File: src/rtl/dp_read_arbiter.sv
// Round-robin arbiter sharing one single-outstanding read port among NUM_REQ requesters.
// Define DP_ARB_TIMEOUT_EN to enable the WAIT-state watchdog (TIMEOUT_CYCLES).
module dp_read_arbiter #(
  parameter int NUM_REQ        = 2,
  parameter int ADDR_W         = 32,
  parameter int DATA_W         = 32,
  parameter int TIMEOUT_CYCLES = 1024
) (
  input  logic                       clk,
  input  logic                       resetn,
  input  logic [NUM_REQ-1:0]         req_valid,
  input  logic [NUM_REQ*ADDR_W-1:0]  req_addr,
  output logic [NUM_REQ-1:0]         req_ready,
  output logic [NUM_REQ-1:0]         rsp_valid,
  output logic [DATA_W-1:0]          rsp_data,
  output logic                       rsp_err,
  output logic                       read_req,
  output logic [ADDR_W-1:0]          read_addr,
  input  logic [DATA_W-1:0]          read_data,
  input  logic                       read_data_valid,
  output logic                       busy,
  output logic [$clog2(NUM_REQ)-1:0] grant_id,
  output logic                       err_spurious
);
  localparam int ID_W = $clog2(NUM_REQ);

  typedef enum logic [1:0] {IDLE, ISSUE, WAIT, RESP} state_t;

  state_t          state;
  logic [ID_W-1:0] rr_ptr;
  logic [ID_W-1:0] winner;
  logic [ID_W-1:0] idx;
  logic            found;

`ifdef DP_ARB_TIMEOUT_EN
  logic [31:0] wait_cnt;
  logic        rsp_err_q;
  assign rsp_err = rsp_err_q;
`else
  logic unused_timeout;
  assign unused_timeout = ^TIMEOUT_CYCLES;
  assign rsp_err        = 1'b0;
`endif

  // Search starts just above the last owner so the previous winner goes to the back.
  always_comb begin
    // NOTE: every variable gets a default before the loop so no path can infer a latch.
    found  = 1'b0;
    winner = '0;
    idx    = '0;
    for (int k = 1; k <= NUM_REQ; k++) begin
      idx = ID_W'((int'(rr_ptr) + k) % NUM_REQ);
      if (!found && req_valid[idx]) begin
        found  = 1'b1;
        winner = idx;
      end
    end
  end

  // Accept pulse is combinational so it coincides with the edge that latches the grant.
  assign req_ready = (resetn && state == IDLE && found) ? (NUM_REQ'(1) << winner) : '0;
  assign busy      = (state != IDLE);

  always_ff @(posedge clk or negedge resetn) begin
    if (!resetn) begin
      state        <= IDLE;
      rr_ptr       <= ID_W'(NUM_REQ - 1);
      grant_id     <= '0;
      read_req     <= 1'b0;
      read_addr    <= '0;
      rsp_valid    <= '0;
      rsp_data     <= '0;
      err_spurious <= 1'b0;
`ifdef DP_ARB_TIMEOUT_EN
      wait_cnt     <= '0;
      rsp_err_q    <= 1'b0;
`endif
    end else begin
      // NOTE: non-blocking assignments make every register sample pre-edge values.
      read_req  <= 1'b0;
      rsp_valid <= '0;
      if (read_data_valid && state != WAIT) err_spurious <= 1'b1;

      case (state)
        IDLE: begin
          if (found) begin
            grant_id  <= winner;
            read_addr <= req_addr[winner*ADDR_W +: ADDR_W];
            read_req  <= 1'b1;
            state     <= ISSUE;
          end
        end
        ISSUE: begin
`ifdef DP_ARB_TIMEOUT_EN
          wait_cnt <= '0;
`endif
          state <= WAIT;
        end
        WAIT: begin
          if (read_data_valid) begin
            rsp_data  <= read_data;
            rsp_valid <= NUM_REQ'(1) << grant_id;
`ifdef DP_ARB_TIMEOUT_EN
            rsp_err_q <= 1'b0;
`endif
            state     <= RESP;
          end
`ifdef DP_ARB_TIMEOUT_EN
          else if (wait_cnt == 32'(TIMEOUT_CYCLES - 1)) begin
            rsp_data  <= '0;
            rsp_valid <= NUM_REQ'(1) << grant_id;
            rsp_err_q <= 1'b1;
            state     <= RESP;
          end else begin
            wait_cnt <= wait_cnt + 32'd1;
          end
`endif
        end
        RESP: begin
          rr_ptr <= grant_id;
          state  <= IDLE;
        end
        default: state <= IDLE;
      endcase
    end
  end

endmodule

File: config.mk
export PLATFORM = sky130hd
export DESIGN_NAME = dp_read_arbiter
export DESIGN_NICKNAME = d
export VERILOG_FILES = /design/src/rtl/dp_read_arbiter.sv
export SDC_FILE = /design/constraint.sdc
export NUM_CORES = 1
export LEC_CHECK = 0
export BUFFER_PORTS_ARGS = -buffer_cell sky130_fd_sc_hd__buf_2
export CAP_MARGIN = 10
export CORE_AREA = 2 2 126 67
export CTS_BUF_LIST = sky130_fd_sc_hd__clkbuf_8 sky130_fd_sc_hd__clkbuf_16
export DETAILED_ROUTE_END_ITERATION = 16
export DIE_AREA = 0 0 128 69
export GPL_TIMING_DRIVEN = 1
export PLACE_DENSITY_LB_ADDON = 0.12
export SYNTH_ARGS = -nofsm -noshare
export SYNTH_HDL_FRONTEND = slang
export SYNTH_SLANG_ARGS = --single-unit
File: constraint.sdc
create_clock -name clk -period 2.6 [get_ports clk]
set_clock_uncertainty 0.1 [all_clocks]
set_input_delay 0.13 -clock clk [delete_from_list [all_inputs] [get_ports clk]]
set_output_delay 0.13 -clock clk [all_outputs]
set_load 0.01 [all_outputs]
==> run_results.csv <==
group,metric,value,unit
timing,setup_slack,0.314,ns
placement,port_buffers,172,
clocking,cts_buffers,9,
timing,holdWs,0.00766,ns
timing,timing.final.crit_share,87.9,%
synth,synthAdderAreaFrac,1.66,%
clocking,postCtsSetupBuffers,0,
synth,syn-cell-area,3010,sq um
power_and_ir_drop,p_leak,2.52,nW
detailed_routing,finalWirelength,8880,microns
die,die_w,128,microns
die,die_y,69,microns
timing,finalSetupViolations,0,
synth,synth-seq-cells,72,
critical_path,crit_path_max_fanout,20,
global_route,grt_use_total,20.9,%
global_route,grt_max_degree,39,
synth,synth.avg_cell_area,11.0,sq um
clocking,cts_root_buf,"clkbuf_16",
placement,dp_slack,0.816,ns
timing,rsz0062_at_grt,"false",
placement,globalplace.congestion,0.764,
clocking,cts_resized,0,
critical_path,path_class,"flop to flop",
detailed_routing,dr_total_vias,2923,
placement,hpwl,5830,microns
detailed_routing,vias_per_cell,4.65,
power_and_ir_drop,power,5.67,mW
finish,final_cell_mix,"171 x buf_2, 76 x dlygate4sd3_1, 71 x dfrtp_1",
synth,synthCells,275,
timing,max_slew.worst_pin.slew,0.610,ns
finish,num_antenna_cells,0,
die,core_area,7710,sq um
clocking,cts_tree,"done",
power_and_ir_drop,power_density,1120,nW/um^2
detailed_routing,drtIter0Drc,105,
finish,syn_to_final_growth,67.5,%
finish,final_nets,628,
flow_run,maxCapViolCount,0,
detailed_routing,firstDrtPassIters,4,
power_and_ir_drop,peakVddDrop,0.606,mV
global_route,grt_pass1_wl,14500,microns
placement,dpl_cell_area,3950,sq um
critical_path,required,2.76,ns
timing,relSlewSlack,59.1,%
synth,synth_compound_area_share,12.5,%
synth,ys_warn_count,0,
finish,design_area,5040,sq um
timing,hold_viol_final,0,
clocking,clk_latency,0.32,ns
status,status,"complete, no violations",
timing,finalSetupTns,0,ns
clocking,clkTransAtPathRegs,0.06,ns
die,initial_utilization,39.0,%
critical_path,start_kind,"flop",
detailed_routing,routedWlPerCell,14.1,microns
hold_path,min_path_type,"input port to flop",
finish,final_util,65.4,%
placement,dp_cells,536,
finish,stdcell_count,628,
timing,slew_violations,0,
synth,muxShareOfSynthArea,12.7,%
synth,synth_top_family_by_area,"multiplexers",
global_route,grt_overflow_total,0,
finish,drive_gt1_share,43.8,%
synth,synth-simple-area-share,9.31,%
detailed_routing,drc,0,
global_route,antenna_found_initial,0,
timing,max_freq,437,MHz
finish,mostFrequentLayoutCell,"buf_2",
synth,yosysSeqAreaShare,59.9,%
critical_path,cp-end-kind,"flop",
detailed_routing,ant_nets,0,
clocking,clock_sinks,72,
die,die_area,8830,sq um
timing,min_period,2.29,ns
synth,synth_cell_type_count,21,
global_route,grt_pass1_vias,2959,
critical_path,cp.arrival,2.45,ns
synth,synth-xor-area-share,0,%
die,rows,23,
clocking,h-tree-depth,3,
synth,syn_nets,380,
die,top_level_ports,174,
clocking,clock_path_buffers,2,
worst max-delay path, cell delays in order (launching register included):
cell,delay [ns]
dfrtp_1,0.40
inv_1,0.11
ha_1,0.23
o21ai_2,0.08
inv_2,0.22
buf_4,0.30
nor2_1,0.07
a21oi_1,0.12
dlygate4sd3_1,0.57
layout make-up:
cell class / instances / area [sq um]
Fill cell: 613 / 2670
Sequential cell: 72 / 1800
Timing Repair Buffer: 254 / 1670
Multi-Input combinational cell: 181 / 1090
Clock buffer: 12 / 267
Tap cell: 100 / 125
Clock inverter: 4 / 67.6
Inverter: 5 / 18.8
logic make-up after synthesis:
kind of cell	after synthesis
AO/OA/AOI/OAI	71
adder cells (fa/ha/maj)	4
other	1
AND/OR/NAND/NOR	71
buffers and inverters	22
flip-flops	72
multiplexers	34
where the power goes:
part	switching, mW	internal [mW]
registers	0.289	1.69
clock network	0.436	0.911
logic	1.19	1.16
total	1.91	3.76
routing by layer:
layer  share of wire, %  track usage (%)  vias to the layer above
met2                 45             33.5                      117
li1                   -                -                     1418
met4                1.2             6.59                        0
met3                9.7             9.32                       10
met1                 44             25.4                     1378
met5                  0                0                        -
sequential cells by signal, indices dropped and copies added (netlist names):
register,count
err_spurious,1
grant_id,1
read_addr,32
read_req,1
rr_ptr,1
rsp_data,32
rsp_valid,2
state,2
cell usage after synthesis:
library cell | count | area share [%]
inv_1 | 4 | 0.50
dfstp_2 | 1 | 0.87
a21oi_1 | 65 | 11
buf_4 | 4 | 1.0
ha_1 | 4 | 1.7
buf_2 | 13 | 2.2
nor3b_1 | 1 | 0.25
and3_1 | 3 | 0.62
a21boi_2 | 1 | 0.37
nand2_1 | 33 | 4.1
a21bo_1 | 1 | 0.33
nand2_2 | 1 | 0.21
o21bai_1 | 1 | 0.25
dfrtp_1 | 71 | 59
inv_2 | 1 | 0.12
o21ai_2 | 1 | 0.29
mux2_2 | 34 | 13
o21ai_1 | 1 | 0.17
nor2_1 | 33 | 4.1
conb_1 | 1 | 0.12
o32a_1 | 1 | 0.33
worst paths after layout:
check / from / to / cells past startpoint / slack [ns]
max reg2reg: state[0] / read_addr[22] / 8 / 0.31
min reg2reg: err_spurious / err_spurious / 1 / 0.39
min: req_addr[59] / read_addr[27] / 3 / 0.008
max in group asynchronous: resetn / rsp_data[27] / 3 / 1.34
min in group asynchronous: resetn / rsp_data[30] / 2 / 0.21
max: state[0] / read_addr[22] / 8 / 0.31
what timing repair did:
| action | in CTS | in global routing |
|---|---|---|
| hold buffers | 76 | 0 |
| setup endpoints to repair | 0 | 0 |
| endpoints found under the hold margin | 100 | 0 |
Power figures use the tool's default switching activity.
